File: config.mk
export PLATFORM = sky130hd
export DESIGN_NAME = target_mem_window_flat
export DESIGN_NICKNAME = d
export VERILOG_FILES = /design/src/rtl/target_mem_window_if.sv /design/src/rtl/target_mem_window.sv /design/src/flat_wrapper.sv
export SDC_FILE = /design/constraint.sdc
export NUM_CORES = 1
export LEC_CHECK = 0
export CAP_MARGIN = 15
export CORE_MARGIN = 2
export CORE_UTILIZATION = 55
export DETAILED_ROUTE_END_ITERATION = 10
export PLACE_DENSITY = 0.82
export SLEW_MARGIN = 20
export SYNTH_ARGS = -nofsm -noshare
export SYNTH_HDL_FRONTEND = slang
export SYNTH_SLANG_ARGS = --single-unit
File: constraint.sdc
create_clock -name clk -period 3.1 [get_ports clk]
set_input_delay 0.62 -clock clk [delete_from_list [all_inputs] [get_ports clk]]
set_output_delay 0.62 -clock clk [all_outputs]
set_load 0.05 [all_outputs]
File: src/rtl/target_mem_window_if.sv
// Bus-side signal bundle for target_mem_window.
// The master drives address/data strobes; the slave answers with data, ack, ready and err.
interface target_mem_window_if #(
  parameter int DATA_WIDTH = 8
);
  logic [15:0]           target_addr_in;
  logic                  target_addr_in_valid;
  logic [DATA_WIDTH-1:0] target_data_in;
  logic                  target_data_in_valid;
  logic                  target_rw;
  logic [DATA_WIDTH-1:0] target_data_out;
  logic                  target_data_out_valid;
  logic                  target_ack;
  logic                  target_ready;
  logic [DATA_WIDTH-1:0] target_last_write;
  logic                  target_err;

  modport master (
    output target_addr_in, target_addr_in_valid,
    output target_data_in, target_data_in_valid, target_rw,
    input  target_data_out, target_data_out_valid,
    input  target_ack, target_ready, target_last_write, target_err
  );

  modport slave (
    input  target_addr_in, target_addr_in_valid,
    input  target_data_in, target_data_in_valid, target_rw,
    output target_data_out, target_data_out_valid,
    output target_ack, target_ready, target_last_write, target_err
  );
endinterface

File: src/rtl/target_mem_window.sv
// Windowed register-array bus target with read wait states and split-write timeout.
// Define TARGET_ERR_RESP_EN to pulse target_err on misses, busy strobes and timeouts.
module target_mem_window #(
  parameter int          DATA_WIDTH         = 8,
  parameter int          INTERNAL_ADDR_BITS = 4,
  parameter logic [15:0] BASE_ADDR          = 16'h0000,
  parameter int          READ_LATENCY       = 0,
  parameter int          WR_TIMEOUT         = 16
) (
  input logic               clk,
  input logic               rst,
  target_mem_window_if.slave bus
);

  localparam int IAB   = INTERNAL_ADDR_BITS;
  localparam int DEPTH = 1 << IAB;
  localparam int RLW   = (READ_LATENCY > 0) ? $clog2(READ_LATENCY + 1) : 1;
  localparam int TOW   = (WR_TIMEOUT > 0) ? $clog2(WR_TIMEOUT + 1) : 1;
  localparam logic [TOW-1:0] TMO_LAST =
    (WR_TIMEOUT > 0) ? TOW'(WR_TIMEOUT - 1) : '0;

`ifdef TARGET_ERR_RESP_EN
  localparam bit ERR_EN = 1'b1;
`else
  localparam bit ERR_EN = 1'b0;
`endif

  typedef enum logic [1:0] {
    IDLE,
    WR_WAIT,
    RD_WAIT
  } state_e;

  state_e                state_q, state_d;
  logic [IAB-1:0]        idx_q, idx_d;
  logic [RLW-1:0]        rcnt_q, rcnt_d;
  logic [TOW-1:0]        tmr_q, tmr_d;
  logic [DATA_WIDTH-1:0] rdat_q, rdat_d;
  logic [DATA_WIDTH-1:0] dout_q, dout_d;
  logic [DATA_WIDTH-1:0] last_q, last_d;
  logic                  dval_q, dval_d;
  logic                  ack_q, ack_d;
  logic                  err_q, err_d;

  logic [DATA_WIDTH-1:0] mem [DEPTH];
  logic                  we;
  logic [IAB-1:0]        waddr;
  logic                  err_evt;

  logic           hit;
  logic [IAB-1:0] idx_in;

  assign hit    = bus.target_addr_in[15:IAB] == BASE_ADDR[15:IAB];
  assign idx_in = bus.target_addr_in[IAB-1:0];

  always_comb begin
    state_d = state_q;
    idx_d   = idx_q;
    rcnt_d  = rcnt_q;
    tmr_d   = tmr_q;
    rdat_d  = rdat_q;
    dout_d  = dout_q;
    last_d  = last_q;
    dval_d  = 1'b0;
    ack_d   = 1'b0;
    err_evt = 1'b0;
    we      = 1'b0;
    waddr   = idx_q;
    unique case (state_q)
      IDLE: begin
        if (bus.target_addr_in_valid) begin
          if (!hit) begin
            err_evt = 1'b1;
          end else if (bus.target_rw) begin
            if (bus.target_data_in_valid) begin
              we     = 1'b1;
              waddr  = idx_in;
              last_d = bus.target_data_in;
              ack_d  = 1'b1;
            end else begin
              idx_d   = idx_in;
              tmr_d   = '0;
              state_d = WR_WAIT;
            end
          end else if (READ_LATENCY == 0) begin
            dout_d = mem[idx_in];
            dval_d = 1'b1;
            ack_d  = 1'b1;
          end else begin
            rdat_d  = mem[idx_in];
            rcnt_d  = RLW'(READ_LATENCY);
            state_d = RD_WAIT;
          end
        end
      end
      WR_WAIT: begin
        if (bus.target_addr_in_valid) err_evt = 1'b1;
        // data in the expiry cycle still completes the write
        if (bus.target_data_in_valid) begin
          we      = 1'b1;
          last_d  = bus.target_data_in;
          ack_d   = 1'b1;
          state_d = IDLE;
        end else if (WR_TIMEOUT != 0) begin
          if (tmr_q == TMO_LAST) begin
            err_evt = 1'b1;
            state_d = IDLE;
          end else begin
            tmr_d = tmr_q + 1'b1;
          end
        end
      end
      RD_WAIT: begin
        if (bus.target_addr_in_valid) err_evt = 1'b1;
        if (rcnt_q <= RLW'(1)) begin
          rcnt_d  = '0;
          dout_d  = rdat_q;
          dval_d  = 1'b1;
          ack_d   = 1'b1;
          state_d = IDLE;
        end else begin
          rcnt_d = rcnt_q - 1'b1;
        end
      end
      default: state_d = IDLE;
    endcase
    err_d = ERR_EN && err_evt;
  end

  always_ff @(posedge clk or posedge rst) begin
    if (rst) begin
      state_q <= IDLE;
      idx_q   <= '0;
      rcnt_q  <= '0;
      tmr_q   <= '0;
      rdat_q  <= '0;
      dout_q  <= '0;
      last_q  <= '0;
      dval_q  <= 1'b0;
      ack_q   <= 1'b0;
      err_q   <= 1'b0;
    end else begin
      state_q <= state_d;
      idx_q   <= idx_d;
      rcnt_q  <= rcnt_d;
      tmr_q   <= tmr_d;
      rdat_q  <= rdat_d;
      dout_q  <= dout_d;
      last_q  <= last_d;
      dval_q  <= dval_d;
      ack_q   <= ack_d;
      err_q   <= err_d;
    end
  end

  // storage is never cleared; reset only blocks new writes
  always_ff @(posedge clk) begin
    if (we && !rst) mem[waddr] <= bus.target_data_in;
  end

  assign bus.target_ready          = (state_q == IDLE);
  assign bus.target_data_out       = dout_q;
  assign bus.target_data_out_valid = dval_q;
  assign bus.target_ack            = ack_q;
  assign bus.target_last_write     = last_q;
  assign bus.target_err            = err_q;

endmodule

File: src/flat_wrapper.sv
// flat-port wrapper written by rule: the top's interface ports become plain ports
module target_mem_window_flat 
#(
  parameter int          DATA_WIDTH         = 8,
  parameter int          INTERNAL_ADDR_BITS = 4,
  parameter logic [15:0] BASE_ADDR          = 16'h0000,
  parameter int          READ_LATENCY       = 0,
  parameter int          WR_TIMEOUT         = 16
)
  (clk, rst, bus_target_addr_in, bus_target_addr_in_valid, bus_target_data_in, bus_target_data_in_valid, bus_target_rw, bus_target_data_out, bus_target_data_out_valid, bus_target_ack, bus_target_ready, bus_target_last_write, bus_target_err);
  target_mem_window_if #(.DATA_WIDTH(DATA_WIDTH)) bus_i ();
  input logic clk;
  input logic rst;
  input wire logic [$bits(bus_i.target_addr_in)-1:0] bus_target_addr_in;
  input wire logic [$bits(bus_i.target_addr_in_valid)-1:0] bus_target_addr_in_valid;
  input wire logic [$bits(bus_i.target_data_in)-1:0] bus_target_data_in;
  input wire logic [$bits(bus_i.target_data_in_valid)-1:0] bus_target_data_in_valid;
  input wire logic [$bits(bus_i.target_rw)-1:0] bus_target_rw;
  output wire logic [$bits(bus_i.target_data_out)-1:0] bus_target_data_out;
  output wire logic [$bits(bus_i.target_data_out_valid)-1:0] bus_target_data_out_valid;
  output wire logic [$bits(bus_i.target_ack)-1:0] bus_target_ack;
  output wire logic [$bits(bus_i.target_ready)-1:0] bus_target_ready;
  output wire logic [$bits(bus_i.target_last_write)-1:0] bus_target_last_write;
  output wire logic [$bits(bus_i.target_err)-1:0] bus_target_err;
  assign bus_i.target_addr_in = bus_target_addr_in;
  assign bus_i.target_addr_in_valid = bus_target_addr_in_valid;
  assign bus_i.target_data_in = bus_target_data_in;
  assign bus_i.target_data_in_valid = bus_target_data_in_valid;
  assign bus_i.target_rw = bus_target_rw;
  assign bus_target_data_out = bus_i.target_data_out;
  assign bus_target_data_out_valid = bus_i.target_data_out_valid;
  assign bus_target_ack = bus_i.target_ack;
  assign bus_target_ready = bus_i.target_ready;
  assign bus_target_last_write = bus_i.target_last_write;
  assign bus_target_err = bus_i.target_err;
  target_mem_window #(.DATA_WIDTH(DATA_WIDTH), .INTERNAL_ADDR_BITS(INTERNAL_ADDR_BITS), .BASE_ADDR(BASE_ADDR), .READ_LATENCY(READ_LATENCY), .WR_TIMEOUT(WR_TIMEOUT)) u_core (.clk(clk), .rst(rst), .bus(bus_i));
endmodule
Word-level counts from Yosys, hierarchy flattened
Memories as Yosys holds them, arrays and structs flattened. Index checks and enable logic that the tools add are counted.

Bitwise operators: 1. $lt $le $gt $ge: 1. $add $sub $neg: 2. Reduce and logical (&&, ||, !) cells: 11. Eq/ne operators: 12. Muxes and demuxes: 47.

Operators by type and width (count): 8-bit 2-to-1 mux (8); 8-bit one-hot mux with 2 select lines (2); 5-bit 2-to-1 mux (6); 4-bit 2-to-1 mux (5); 1-bit 2-to-1 mux (14); 2-bit 2-to-1 mux (7); 12-bit zero test (1); 2-bit inequality test, second input constant (6); 5-bit one-hot mux with 2 select lines (1); 5-bit AND reduction (2); 7-bit AND reduction (1); 2-bit one-hot mux with 3 select lines (1); 6-bit AND reduction (1); 5-bit by 1-bit adder with 5-bit output, second input constant (1); 5-bit by 4-bit == test with 1-bit output, second input constant (1); 2-bit by 1-bit inequality test with 1-bit output, second input constant (2); 1-bit one-hot mux with 2 select lines (2); 4-bit AND reduction (1); 2-bit nonzero test (2); 3-bit by 2-bit inequality test with 1-bit output, second input constant (1); 1-bit one-hot mux with 3 select lines (1); 2-bit by 1-bit == test with 1-bit output, second input constant (1); 2-bit == test, second input constant (1); 2-bit zero test (1); other kinds (5) (5).

RAM bits: 128. Output and inout bits: 20. Memories: 1. Flip-flop bits (word level): 30. Logic and storage cells: 83. Input port bits: 29.

Memories: u_core.mem (depth 16, bits a word 8, rd ports 1, clocked after Yosys merged registers in 0, wr ports 1, RTL line target_mem_window.sv:45) `logic [DATA_WIDTH-1:0] mem [DEPTH];`.

Depth between registers and ports, before layout
Word-level depth: 8. Mapped depth: 7. Gate-level depth less buffers: 7.

Least setup slack after synthesis
OpenSTA, ideal clock, no wires.

Path kind: input to register. Start point: input bus_target_addr_in[5]. End point: memory u_core.mem[10][0] (enable). Slack: 0.605 ns. Setup time: 0.377 ns. Data arrival time: 2.118 ns. Required time: 2.723 ns. Path buffers: 2. Cell stages on the path: 6. Path through: nor4_1 and4_1 buf_2 buf_4 nand4b_1 a22oi_1.

Cells in the longest elaborated chain, start to end: 7. Elaborated cells between the ends (all ways): 10. Those cells by class: mux (8); reduce/logical (2).

Ends and longest elaborated chain: from (decl) (RTL line flat_wrapper.sv:14) `input wire logic [$bits(bus_i.target_addr_in)-1:0] bus_target_addr_in;`; 12-bit zero test (*) (RTL line target_mem_window.sv:53) `assign hit = bus.target_addr_in[15:IAB] == BASE_ADDR[15:IAB];`; 1-bit 2-to-1 mux (RTL line target_mem_window.sv:72) `if (!hit) begin`; 1-bit 2-to-1 mux (RTL line target_mem_window.sv:71) `if (bus.target_addr_in_valid) begin`; 1-bit one-hot mux with 2 select lines (RTL line target_mem_window.sv:69) `unique case (state_q)`; 1-bit logical AND (RTL line target_mem_window.sv:158) `if (we && !rst) mem[waddr] <= bus.target_data_in;`; 1-bit 2-to-1 mux (RTL line target_mem_window.sv:158); 1-bit 2-to-1 mux (not written as such) (RTL line target_mem_window.sv:158); to (decl) (RTL line target_mem_window.sv:45).

Every way passes the cells marked *; elsewhere a longest branch is shown, timed or not.

Final worst setup path
Start point: register u_core.state_q[0]. End point: output bus_target_ready.

Cells in the longest elaborated chain, start to end: 1.

Ends and longest elaborated chain: from (decl) (RTL line target_mem_window.sv:34) `state_e state_q, state_d;`; from (signal assigned) (RTL line target_mem_window.sv:143) `state_q <= state_d;`; 2-bit zero test (RTL line target_mem_window.sv:161) `assign bus.target_ready = (state_q == IDLE);`; to (decl) (RTL line flat_wrapper.sv:22) `output wire logic [$bits(bus_i.target_ready)-1:0] bus_target_ready;`.

Every way passes these cells.

==> flow_metrics.py <==
metrics = {
    "power": {
        "p_clk_share_pct": 46.4,
        "power.density_nw_per_um2": 580,
        "combPwrFrac_pct": 5.1,
        "power_switching_mw": 0.962,
        "p_int_mw": 3.73,
        "p_seq_share_pct": 48.6,
        "swShare_pct": 20.5,
        "vdd_ir_drop_max_uv": 282,
        "leakagePower_nw": 2.92,
    },
    "sta": {
        "slew_headroom_pct": 45.8,
        "rsz0062_at_grt": "false",
        "fin_worst_skew_ps": 8.54,
        "finalHoldViolCount": 0,
        "finalCriticalPeriod_ps": 2820,
        "worst_pin_slew_ps": 810,
        "finalSetupViolCount": 0,
        "post-route-period-util_pct": 90.9,
        "fmax_mhz": 355,
        "finalSetupTns_ps": 0,
        "maxSlewViolCount": 0,
        "layout_setup_ws_ps": 283,
    },
    "logic_synthesis": {
        "synth-warning-count": 0,
        "syn-cell-area_um2": 6730,
        "ys_ff_latch": 156,
        "synth_commonest_cells": "128 x edfxtp_1, 28 x dfrtp_1, 22 x a22oi_1, 22 x mux4_1, 17 x nor2_1",
        "ys_dominant_reg_cell": "edfxtp_1",
        "yosysMostFrequentCell": "edfxtp_1",
        "ys_top_cells_by_area": "edfxtp_1 57%, dfrtp_1 10%, mux4_1 8.6%, mux4_2 3.3%, a22oi_1 2.5%",
        "syn-num-nets": 422,
        "synth_enable_flop_cells": 128,
        "avgSynthCellArea_um2": 17.2,
        "synthArstFlopShare_pct": 17.9,
        "yosys.area.top_type": "edfxtp_1",
        "ys_types": 45,
        "synth-seq-area-share_pct": 67.6,
        "synth_cells": 391,
        "yosys.area.top_type_share_pct": 57.2,
    },
    "worst_setup_path": {
        "critPathMaxStageDelay_ps": 810,
        "cp_top_family": "buffers and inverters",
        "crit_fanout": 13,
        "cp.required_ps": 2480,
        "startpoint_type": "register",
        "endpoint_kind": "output port",
        "crit_arrival_ps": 2200,
        "path_buf_inv": 2,
        "path_cells": "clkinv_1 -> clkdlybuf4s50_1",
        "critical_path.slowest_cell": "clkdlybuf4s50_1",
        "worst-setup-path-type": "reg -> out",
    },
    "routing": {
        "drt-total-wl_um": 15300,
        "drc": 0,
        "num_vias": 4097,
        "wl_per_cell_um": 24.4,
        "first_iter_violations": 577,
        "antenna_left": 0,
        "viasPerCell": 6.56,
        "drt_pass1_iterations": 5,
    },
    "clock_network": {
        "cts_made_buffers": 17,
        "cts_buffer_depth": 2,
        "cts_sinks": 156,
        "cts_tree": "built",
        "cts_setup_buffers": 0,
        "clk_latency_ps": 420,
        "htreeDepth": 4,
        "cts_resized": 0,
        "clockRootBuffer": "clkbuf_16",
        "clkSlewWorstSetupHoldPaths_ps": 60,
        "holdBufCountCts": 0,
    },
    "grt": {
        "grt_pass1_wl_um": 23900,
        "grt_max_degree": 38,
        "grt_pass1_vias": 4145,
        "grt.overflow.total": 0,
        "antenna_found_initial": 0,
        "grt_use_total_pct": 25.5,
    },
    "die": {
        "fp.dieArea_um2": 13100,
        "rows": 40,
        "dieHeight_um": 115,
        "die_w_um": 115,
        "core-area_um2": 12000,
        "io_pins": 49,
        "initial_core_util_pct": 56.2,
    },
    "hold_path": {
        "min_path_type": "reg -> reg",
    },
    "status": {
        "status": "finished clean",
    },
    "final_layout": {
        "num-nets-final": 496,
        "stdcell_count": 625,
        "drive_gt1_share_pct": 18.4,
        "diodes": 0,
        "areaGrowthSynthToFinish_pct": 20.2,
    },
    "flow_run": {
        "drv_cap": 0,
    },
    "placed_design": {
        "gp_congestion": 0.923,
        "place_hpwl_um": 9910,
        "portBuffers": 47,
        "detailedPlace.worstSlack_ps": 111,
        "dpl.cell_count": 593,
    },
}
[metal layers]
metal / track usage (%) / vias up / routed length (µm)
met3: 5.77 / 38 / 1140
met5: 0 / - / 0
li1: - / 1750 / -
met2: 42.8 / 238 / 7920
met4: 9.51 / 0 / 376
met1: 32.8 / 2071 / 5840
[layout make-up]
class	count	area, µm²
clock buffers	18	429
clock inverters	14	191
fillers	760	3870
inverters	15	56.3
multi-input cells	195	1940
flip-flops and latches	156	4540
well taps	147	184
repair buffers	80	738
[worst paths after layout]
kind	from	end	slack (ps)	depth (start not counted)
max in group asynchronous	rst	u_core.bus.target_data_out[7]$_DFFE_PP0P_	1920	3
min in group asynchronous	rst	u_core.bus.target_ack$_DFF_PP0_	560	2
min	u_core.bus.target_data_out[6]$_DFFE_PP0P_	u_core.bus.target_data_out[6]$_DFFE_PP0P_	520	1
max reg2reg	u_core.state_q[0]$_DFFE_PP0P_	u_core.mem[15][0]$_DFFE_PP_	500	5
min reg2reg	u_core.bus.target_data_out[6]$_DFFE_PP0P_	u_core.bus.target_data_out[6]$_DFFE_PP0P_	520	1
max	u_core.state_q[0]$_DFFE_PP0P_	bus_target_ready	280	2
[worst register-to-register path: cells and delay by family, from the launching register on]
kind	cells	cell delay (ps)
buffers and inverters	2	640
flip-flops	1	570
AND/OR/NAND/NOR	1	410
AO/OA/AOI/OAI	2	690
[sequential cells by signal (all words and copies together), names as in the netlist]
name	cells
u_core.state_q	1
u_core.bus.target_last_write	8
u_core.bus.target_ack	1
u_core.mem	128
u_core.idx_q	4
u_core.bus.target_data_out	8
u_core.tmr_q	5
u_core.bus.target_data_out_valid	1
[through the flow]
stage               total power [mW]  util (%)  hold slack (ps)  cell area (µm²)
detailed placement              2.56      62.4              509             7470
floorplan                       2.45         -              482             6730
global placement                2.55      62.4              499             7470
global route                    4.81      67.6              539             8090
CTS                             4.71      67.6              523             8090
finish                          4.69      67.6              516             8090
[power groups by stage]
stage / clock network, mW / registers [mW] / logic (mW)
floorplan: 0 / 2.32 / 0.130
global placement: 0 / 2.32 / 0.228
detailed placement: 0 / 2.32 / 0.237
CTS: 2.19 / 2.28 / 0.238
global route: 2.28 / 2.28 / 0.254
finish: 2.17 / 2.28 / 0.238
[cells by family (layout without fill, tap and decap cells)]
| logic type | Yosys count | count (layout) | synth area share [%] |
|---|---|---|---|
| buffers and inverters | 40 | 127 | 3.53 |
| adders and majority gates | 2 | 2 | 0.372 |
| and+or+nand+nor | 68 | 68 | 5.36 |
| muxes | 52 | 52 | 15.5 |
| DFF | 156 | 156 | 67.6 |
| AOI/OAI and AO/OA | 72 | 72 | 7.57 |
| other | 1 | 1 | 0.0558 |
[cells in the final DEF, fill, tap and decap left out, drive strengths merged, types with 4 or more instances in the layout]
master	netlist	final
a211o	4	4
a22oi	22	22
mux2i	8	8
clkinv	1	5
clkbuf	11	18
mux2	12	12
buf	14	34
dfrtp	28	28
clkdlybuf4s50	0	46
nand2b	4	4
nor3	6	6
o22ai	8	8
edfxtp	128	128
inv	14	17
o21ai	9	9
nand4	5	5
nand3	14	14
bufinv	0	4
a311o	8	8
a21oi	13	13
mux4	32	32
nor2	17	17
nand2	7	7
No activity file was read; power rests on OpenSTA's default activity.
